$ cat src/rtl/baud_cfg_ctrl_if.sv
// Request/drain/brg-control bundle between a rate requester,
// the TX/RX paths and the baud configuration controller.
interface baud_cfg_ctrl_if;
  logic       cfg_valid;
  logic [1:0] cfg_sel;
  logic       cfg_ready;
  logic       tx_busy;
  logic       rx_busy;
  logic       hold;
  logic [1:0] brg_select;
  logic       brg_rst_n;
  logic       cfg_done;
  logic       cfg_err;

  modport master (
    output cfg_valid,
    output cfg_sel,
    output tx_busy,
    output rx_busy,
    input  cfg_ready,
    input  hold,
    input  brg_select,
    input  brg_rst_n,
    input  cfg_done,
    input  cfg_err
  );

  modport slave (
    input  cfg_valid,
    input  cfg_sel,
    input  tx_busy,
    input  rx_busy,
    output cfg_ready,
    output hold,
    output brg_select,
    output brg_rst_n,
    output cfg_done,
    output cfg_err
  );
endinterface

$ cat src/rtl/baud_cfg_ctrl.sv
// Run-time baud select controller: drains TX/RX, restarts brg
// with the new select, settles, then reports done or drain timeout.
module baud_cfg_ctrl #(
  parameter int CLK_FREQ      = 576_000,
  parameter int SETTLE_CYCLES = 4,
  parameter int DRAIN_TIMEOUT = 65535
) (
  input logic            clk,
  input logic            rst,
  baud_cfg_ctrl_if.slave cfg
);

  localparam int DW = (DRAIN_TIMEOUT > 0) ?
                      $clog2(DRAIN_TIMEOUT + 1) : 1;
  localparam int SW = (SETTLE_CYCLES > 1) ?
                      $clog2(SETTLE_CYCLES + 1) : 1;
  localparam bit TO_EN = (DRAIN_TIMEOUT != 0);
  localparam logic [DW-1:0] DRAIN_LAST =
    DW'((DRAIN_TIMEOUT > 0) ? DRAIN_TIMEOUT - 1 : 0);
  localparam logic [SW-1:0] SETTLE_LAST =
    SW'((SETTLE_CYCLES > 0) ? SETTLE_CYCLES - 1 : 0);

  if (SETTLE_CYCLES < 1 || CLK_FREQ <= 0) begin : g_bad_param
    $error("baud_cfg_ctrl: illegal parameter value");
  end

  typedef enum logic [2:0] {
    IDLE,
    DRAIN,
    APPLY,
    SETTLE,
    DONE
  } state_e;

  state_e        state_q, state_d;
  logic [1:0]    pend_sel_q, pend_sel_d;
  logic          err_flag_q, err_flag_d;
  logic [DW-1:0] drain_cnt_q, drain_cnt_d;
  logic [SW-1:0] settle_cnt_q, settle_cnt_d;

  logic          cfg_ready_q, cfg_ready_d;
  logic          hold_q, hold_d;
  logic [1:0]    brg_select_q, brg_select_d;
  logic          brg_rst_n_q, brg_rst_n_d;
  logic          cfg_done_q, cfg_done_d;
  logic          cfg_err_q, cfg_err_d;

  always_comb begin
    state_d      = state_q;
    pend_sel_d   = pend_sel_q;
    err_flag_d   = err_flag_q;
    drain_cnt_d  = drain_cnt_q;
    settle_cnt_d = settle_cnt_q;

    unique case (state_q)
      IDLE: begin
        if (cfg.cfg_valid && cfg_ready_q) begin
          pend_sel_d  = cfg.cfg_sel;
          err_flag_d  = 1'b0;
          drain_cnt_d = '0;
          state_d     = (cfg.cfg_sel == brg_select_q) ?
                        DONE : DRAIN;
        end
      end
      DRAIN: begin
        // Both paths idle beats a coincident timeout.
        if (!cfg.tx_busy && !cfg.rx_busy) begin
          state_d = APPLY;
        end else if (TO_EN && drain_cnt_q == DRAIN_LAST) begin
          state_d    = DONE;
          err_flag_d = 1'b1;
        end else if (drain_cnt_q != '1) begin
          drain_cnt_d = drain_cnt_q + 1'b1;
        end
      end
      APPLY: begin
        state_d      = SETTLE;
        settle_cnt_d = '0;
      end
      SETTLE: begin
        if (settle_cnt_q == SETTLE_LAST) begin
          state_d = DONE;
        end else if (settle_cnt_q != '1) begin
          settle_cnt_d = settle_cnt_q + 1'b1;
        end
      end
      DONE: begin
        state_d = IDLE;
      end
      default: begin
        state_d = IDLE;
      end
    endcase
  end

  // Outputs are registered images of the state being entered.
  always_comb begin
    cfg_ready_d  = (state_d == IDLE);
    hold_d       = (state_d == DRAIN) ||
                   (state_d == APPLY) ||
                   (state_d == SETTLE);
    brg_rst_n_d  = (state_d != APPLY);
    brg_select_d = (state_d == APPLY) ?
                   pend_sel_q : brg_select_q;
    cfg_done_d   = (state_d == DONE) && !err_flag_d;
    cfg_err_d    = (state_d == DONE) && err_flag_d;
  end

  always_ff @(posedge clk or posedge rst) begin
    if (rst) begin
      state_q      <= IDLE;
      pend_sel_q   <= 2'b00;
      err_flag_q   <= 1'b0;
      drain_cnt_q  <= '0;
      settle_cnt_q <= '0;
      cfg_ready_q  <= 1'b0;
      hold_q       <= 1'b0;
      brg_select_q <= 2'b00;
      brg_rst_n_q  <= 1'b0;
      cfg_done_q   <= 1'b0;
      cfg_err_q    <= 1'b0;
    end else begin
      state_q      <= state_d;
      pend_sel_q   <= pend_sel_d;
      err_flag_q   <= err_flag_d;
      drain_cnt_q  <= drain_cnt_d;
      settle_cnt_q <= settle_cnt_d;
      cfg_ready_q  <= cfg_ready_d;
      hold_q       <= hold_d;
      brg_select_q <= brg_select_d;
      brg_rst_n_q  <= brg_rst_n_d;
      cfg_done_q   <= cfg_done_d;
      cfg_err_q    <= cfg_err_d;
    end
  end

  assign cfg.cfg_ready  = cfg_ready_q;
  assign cfg.hold       = hold_q;
  assign cfg.brg_select = brg_select_q;
  assign cfg.brg_rst_n  = brg_rst_n_q;
  assign cfg.cfg_done   = cfg_done_q;
  assign cfg.cfg_err    = cfg_err_q;

endmodule
$ cat src/flat_wrapper.sv
// flat-port wrapper written by rule: the top's interface ports become plain ports
module baud_cfg_ctrl_flat 
#(
  parameter int CLK_FREQ      = 576_000,
  parameter int SETTLE_CYCLES = 4,
  parameter int DRAIN_TIMEOUT = 65535
)
  (clk, rst, cfg_cfg_valid, cfg_cfg_sel, cfg_tx_busy, cfg_rx_busy, cfg_cfg_ready, cfg_hold, cfg_brg_select, cfg_brg_rst_n, cfg_cfg_done, cfg_cfg_err);
  baud_cfg_ctrl_if cfg_i ();
  input logic clk;
  input logic rst;
  input wire logic [$bits(cfg_i.cfg_valid)-1:0] cfg_cfg_valid;
  input wire logic [$bits(cfg_i.cfg_sel)-1:0] cfg_cfg_sel;
  input wire logic [$bits(cfg_i.tx_busy)-1:0] cfg_tx_busy;
  input wire logic [$bits(cfg_i.rx_busy)-1:0] cfg_rx_busy;
  output wire logic [$bits(cfg_i.cfg_ready)-1:0] cfg_cfg_ready;
  output wire logic [$bits(cfg_i.hold)-1:0] cfg_hold;
  output wire logic [$bits(cfg_i.brg_select)-1:0] cfg_brg_select;
  output wire logic [$bits(cfg_i.brg_rst_n)-1:0] cfg_brg_rst_n;
  output wire logic [$bits(cfg_i.cfg_done)-1:0] cfg_cfg_done;
  output wire logic [$bits(cfg_i.cfg_err)-1:0] cfg_cfg_err;
  assign cfg_i.cfg_valid = cfg_cfg_valid;
  assign cfg_i.cfg_sel = cfg_cfg_sel;
  assign cfg_i.tx_busy = cfg_tx_busy;
  assign cfg_i.rx_busy = cfg_rx_busy;
  assign cfg_cfg_ready = cfg_i.cfg_ready;
  assign cfg_hold = cfg_i.hold;
  assign cfg_brg_select = cfg_i.brg_select;
  assign cfg_brg_rst_n = cfg_i.brg_rst_n;
  assign cfg_cfg_done = cfg_i.cfg_done;
  assign cfg_cfg_err = cfg_i.cfg_err;
  baud_cfg_ctrl #(.CLK_FREQ(CLK_FREQ), .SETTLE_CYCLES(SETTLE_CYCLES), .DRAIN_TIMEOUT(DRAIN_TIMEOUT)) u_core (.clk(clk), .rst(rst), .cfg(cfg_i));
endmodule
$ cat config.mk
export PLATFORM = sky130hd
export DESIGN_NAME = baud_cfg_ctrl_flat
export DESIGN_NICKNAME = d
export VERILOG_FILES = /design/src/rtl/baud_cfg_ctrl_if.sv /design/src/rtl/baud_cfg_ctrl.sv /design/src/flat_wrapper.sv
export SDC_FILE = /design/constraint.sdc
export NUM_CORES = 1
export LEC_CHECK = 0
export BUFFER_PORTS_ARGS = -buffer_cell sky130_fd_sc_hd__buf_2
export CAP_MARGIN = 10
export CORE_ASPECT_RATIO = 2
export CORE_UTILIZATION = 33
export DETAILED_ROUTE_END_ITERATION = 12
export PLACE_DENSITY = 0.51
export SLEW_MARGIN = 10
export SYNTH_ARGS = -nofsm -noshare
export SYNTH_HDL_FRONTEND = slang
export SYNTH_SLANG_ARGS = --single-unit
$ cat constraint.sdc
create_clock -name clk -period 2.9 [get_ports clk]
set_input_delay 0.145 -clock clk [delete_from_list [all_inputs] [get_ports clk]]
set_output_delay 0.145 -clock clk [all_outputs]
set_load 0.01 [all_outputs]
## After elaboration in Yosys (flattened, before gate mapping)

Cells that the tools add are included.

| storage, ports and cells | value |
|---|---|
| output and inout port bits | 7 |
| memory bits (writable) | 0 |
| memories | 0 |
| ROM bits | 0 |
| flip-flop bits (word level) | 32 |
| latch bits | 0 |
| input bits | 7 |

| operators by class | value |
|---|---|
| add/sub/neg operators | 2 |
| $lt $le $gt $ge | 0 |
| bitwise operators | 0 |
| div/mod/pow operators | 0 |
| multiplexer cells | 18 |
| multipliers | 0 |
| reduce and logical (&&, ||, !) cells | 16 |
| shift operators | 0 |
| equality and inequality tests | 19 |

Operator list:

| kind | number |
|---|---|
| $mux 16 | 4 |
| $pmux 16 s2 | 1 |
| $mux 3 | 7 |
| $add 16x1->16 const B | 1 |
| $eq 16x16->1 const B | 1 |
| $ne 16x16->1 const B | 1 |
| $eq 3x2->1 const B | 5 |
| $pmux 3 s4 | 1 |
| $eq 3x1->1 const B | 2 |
| $logic_not 3->1 | 2 |
| $ne 2x1->1 const B | 3 |
| $ne 2x2->1 const B | 3 |
| $pmux 3 s2 | 1 |
| $reduce_and 5->1 | 1 |
| $logic_and 1x1->1 | 4 |
| $reduce_bool 2->1 | 2 |
| $add 3x1->3 const B | 1 |
| $eq 3x3->1 const B | 1 |
| $logic_not 1->1 | 3 |
| $mux 1 | 3 |
| $ne 3x2->1 const B | 1 |
| $ne 3x3->1 const B | 1 |
| $reduce_and 3->1 | 1 |
| $eq 2x2->1 | 1 |
| 3 further kinds | 4 |

## Depth between registers and ports, before layout

| logic depth | value |
|---|---|
| depth after elaboration | 7 |
| gate-level depth with buffers | 7 |
| gate-level depth less buffers | 6 |

## Least setup slack after synthesis

OpenSTA, ideal clock, no wires.

| path | value |
|---|---|
| kind | register -> register |
| start point | register u_core.state_q[0] |
| end point | register u_core.drain_cnt_q[12] |
| required time | 2822 ps |
| stages on the path, launching flop included | 8 |
| setup slack | 692 ps |
| buffers on the path | 3 |
| arrival time | 2131 ps |
| library setup time | 78 ps |
| cells stage by stage | dfrtp_1 > buf_4 > or3b_1 > buf_2 > or4_1 > buf_2 > or4_1 > a21oi_1 |

| between the ends | value |
|---|---|
| longest elaborated chain between the ends | 3 |
| elaborated cells on any way between the ends | 9 |
| classes of those cells | 5 x eq/ne; 1 x mux; 3 x reduce/logical |

Ends and longest elaborated chain:

| element | RTL line | text |
|---|---|---|
| start: declaration | baud_cfg_ctrl.sv:35 | `state_e state_q, state_d;` |
| start signal: assignment | baud_cfg_ctrl.sv:123 | `state_q <= state_d;` |
| $eq 3x1->1 or $logic_not 3->1 (tied branches) | baud_cfg_ctrl.sv:55 | `unique case (state_q)` |
| $ne 2x2->1 (no line) (tied with other cells) | -- |  |
| $reduce_and 5->1 (no line) | -- |  |
| end signal: assignment | baud_cfg_ctrl.sv:126 | `drain_cnt_q <= drain_cnt_d;` |
| end: declaration | baud_cfg_ctrl.sv:38 | `logic [DW-1:0] drain_cnt_q, drain_cnt_d;` |

Several ways; a longest one is shown, not always the timed one.
A chain may end at the register's enable or synchronous reset.

## Final worst setup path

Same ends and word-level chain as after synthesis.

==> results.json <==
{
  "outcome": "finished, final reports clean",
  "gr-usage-all-layers": 0.1690,
  "worst-r2r-setup-slack_ns": 0.56,
  "clock_latency_ns": 0.29,
  "rows": 36,
  "grt_start_max_net_pins": 33,
  "timing.critical_path.slowest_stage_cell": "or4_1",
  "worstPathArrival_ns": 2.56,
  "mappedNetlistNets": 190,
  "fin_setup_tns_ns": 0,
  "total_power_density_per_cell_area_nw_per_um2": 847.0,
  "ys_warn_count": 0,
  "worstPathMaxFanout": 8,
  "grt_pass1_wl_um": 6513,
  "postSynth.topFlopCell": "dfrtp_1",
  "area_of_the_core_um2": 4865,
  "cts_tree": "yes",
  "critPathMaxStageDelay_ns": 0.69,
  "crit_type": "flop to flop",
  "detailed_place_hpwl_um": 3022,
  "critical_path_end_type": "flop",
  "drive_above_1_share": 0.1378,
  "hold_viol": 0,
  "numPlacedInstances": 244,
  "clock_tree.htree_level_count": 2,
  "worstHoldStart": "cfg_cfg_sel[0]",
  "first_pass_iters": 4,
  "clk_pin_slew_worst_paths_ns": 0.07,
  "timing.critical_path.required_ns": 3.12,
  "timing.rr.start": "u_core.state_q[0]$_DFF_PP0_",
  "worstPathBufferInverterCount": 0,
  "port_buffers": 13,
  "ctsResizeCount": 0,
  "antenna_found_initial": 0,
  "clock_sink_count": 32,
  "cts_setup_buffers": 0,
  "timing.rr.end": "u_core.drain_cnt_q[12]$_DFFE_PP0P_",
  "drc_errors": 0,
  "chipWidth_um": 52.40,
  "finalWeightedCongestion": 0.7841,
  "io_pins": 14,
  "finalSetupViolations": 0,
  "synthesized_instance_count": 178,
  "worstMarginPinSlew_ns": 0.7467,
  "cp_common_cell": "or4_1",
  "post_dp_cell_area_um2": 1803,
  "via_count_of_the_first_global_routing_pass": 1429,
  "dr.first_iter.drc_count": 36,
  "timing.max_cap.violations": 0,
  "finalWirelength_um": 4096,
  "synth-edff-count": 0,
  "mostFrequentLayoutCells": "dfrtp_1 (32), nand2_1 (30), o21ai_0 (14)",
  "effective_utilization_at_floorplan": 0.3447,
  "worstRegToRegCells": 4,
  "setup.worst_path.start_class": "flop",
  "class_of_the_tightest_hold_or_removal_check": "input pin to flop",
  "area_of_combinational_cells_with_multiple_inputs_um2": 817.0,
  "syn_to_final_growth_pct": 15.67,
  "post-route-min-period_ns": 2.342,
  "whs_endpoint": "u_core.pend_sel_q[0]$_DFFE_PP0P_",
  "synth.yosys.seq_area_share": 0.4776,
  "n_fill_cell": 498,
  "yosys_register_bits": 32,
  "fmax_mhz": 427.0,
  "power.leakage_nw": 0.8452,
  "cts.path.max_buffers": 2,
  "final_cells": 253,
  "dr_total_vias": 1398,
  "synth.cell_area_um2": 1677,
  "netlist-cell-type-count": 38,
  "per_cell_via_count_in_the_routed_design": 5.526,
  "post-route-period-util": 0.8076,
  "setup_repair_after_global_routing_missed_its_margin": "false",
  "final-seq-area_um2": 800.8,
  "antennaDiodeCount": 0,
  "cts-root-buf": "clkbuf_8",
  "die_area_um2": 5387,
  "drtAntennaViolNets": 0,
  "cp_top_family": "simple AND/OR/NAND/NOR gates",
  "synth_area_per_cell_um2": 9.419,
  "postLayoutCellArea_um2": 1939,
  "worst_hold_path.num_cells": 3,
  "worst_ir_drop_vdd_mv": 0.4471,
  "worstPathCellList": "or3b_1 -> or4_1 -> or4_1 -> a21oi_1",
  "die-height_um": 102.8,
  "grt.overflow.total": 0,
  "timing.final.max_slew_violations": 0,
  "worst_slew_margin_rel": 0.5022,
  "post_drt_wl_per_cell_um": 16.19,
  "final_common_cell": "dfrtp_1",
  "totalPowerFinal_mw": 1.643,
  "nets_finish": 207,
  "ys_async_sr_fraction": 1.000,
  "cts_inserted_buffers": 5,
  "clock_skew_ns": 0.008198,
  "holdBufCountCts": 1
}
==> cell usage after synthesis (5+ instances only) <==
library cell / count / area [um^2]
nand3_1: 5 / 25.02
inv_1: 7 / 26.28
nor4_1: 5 / 31.28
or4_1: 5 / 37.54
a31oi_1: 5 / 31.28
nor2_1: 7 / 26.28
ha_1: 5 / 62.56
nand2b_1: 6 / 37.54
dfrtp_1: 32 / 800.8
nand2_1: 30 / 112.6
mux2i_1: 6 / 60.06
nor3_1: 7 / 35.03
o21ai_0: 14 / 70.07
==> registers in the layout, indices dropped and copies added, names as in the netlist <==
name / count
u_core.pend_sel_q: 2
u_core.cfg.brg_rst_n: 1
u_core.cfg.hold: 1
u_core.settle_cnt_q: 3
u_core.err_flag_q: 1
u_core.cfg.brg_select: 2
u_core.cfg.cfg_done: 1
u_core.cfg.cfg_ready: 1
u_core.cfg.cfg_err: 1
u_core.drain_cnt_q: 16
u_core.state_q: 3
==> layout make-up <==
| cell class | count | area share |
|---|---|---|
| clock inverters | 1 | 0.01548 |
| well taps | 57 | 0.03677 |
| flip-flops and latches | 32 | 0.4129 |
| clock buffers | 7 | 0.04968 |
| repair buffers | 17 | 0.05032 |
| inverters | 7 | 0.01355 |
| multi-input cells | 132 | 0.4213 |
==> worst max path at each step <==
stage	startpoint	to	slack (ns)	cells after the start
after floorplan	u_core.state_q[0]$_DFF_PP0_	u_core.drain_cnt_q[12]$_DFFE_PP0P_	0.69	7
after global placement	u_core.state_q[0]$_DFF_PP0_	u_core.drain_cnt_q[12]$_DFFE_PP0P_	0.60	4
after detailed placement	u_core.state_q[0]$_DFF_PP0_	u_core.drain_cnt_q[12]$_DFFE_PP0P_	0.56	4
after CTS	u_core.state_q[0]$_DFF_PP0_	u_core.drain_cnt_q[12]$_DFFE_PP0P_	0.55	4
after global routing	u_core.state_q[0]$_DFF_PP0_	u_core.drain_cnt_q[12]$_DFFE_PP0P_	0.44	4
final	u_core.state_q[0]$_DFF_PP0_	u_core.drain_cnt_q[12]$_DFFE_PP0P_	0.56	4
==> worst reg2reg max path: stages (launching register included) <==
cell	delay (ns)
dfrtp_1	0.44
or3b_1	0.49
or4_1	0.69
or4_1	0.51
a21oi_1	0.14
==> kinds of logic after synthesis <==
logic type / synth area share
and+or+nand+nor: 0.2418
DFF: 0.4776
adders and majority gates: 0.03731
AOI/OAI and AO/OA: 0.1485
buffers and inverters: 0.03508
muxes: 0.04925
xor gates and xnor gates: 0.01045
==> report_power, final <==
group | internal (mW) | leakage [nW] | total [mW] | switching [mW]
clock | 0.303 | 0.0645 | 0.476 | 0.173
sequential | 0.571 | 0.418 | 0.693 | 0.122
combinational | 0.205 | 0.362 | 0.474 | 0.268
total | 1.08 | 0.845 | 1.64 | 0.564
==> through the flow <==
step	setup slack (ns)	util	hold slack (ns)
floorplan	0.6915	-	0.2504
global placement	0.5981	0.3706	0.2445
detailed placement	0.5576	0.3706	0.2630
CTS	0.5507	0.3987	0.07369
global route	0.4427	0.3987	0.09162
finish	0.5579	0.3987	0.07382
==> per-layer routing <==
metal / vias up / track usage / part of all wire
met2: 30 / 0.3350 / 0.59
met5: - / 0 / 0
met4: 0 / 0.09919 / 0.032
li1: 681 / - / -
met1: 678 / 0.1450 / 0.35
met3: 9 / 0.03097 / 0.026
Note: power is estimated with default switching activity, not from simulation.
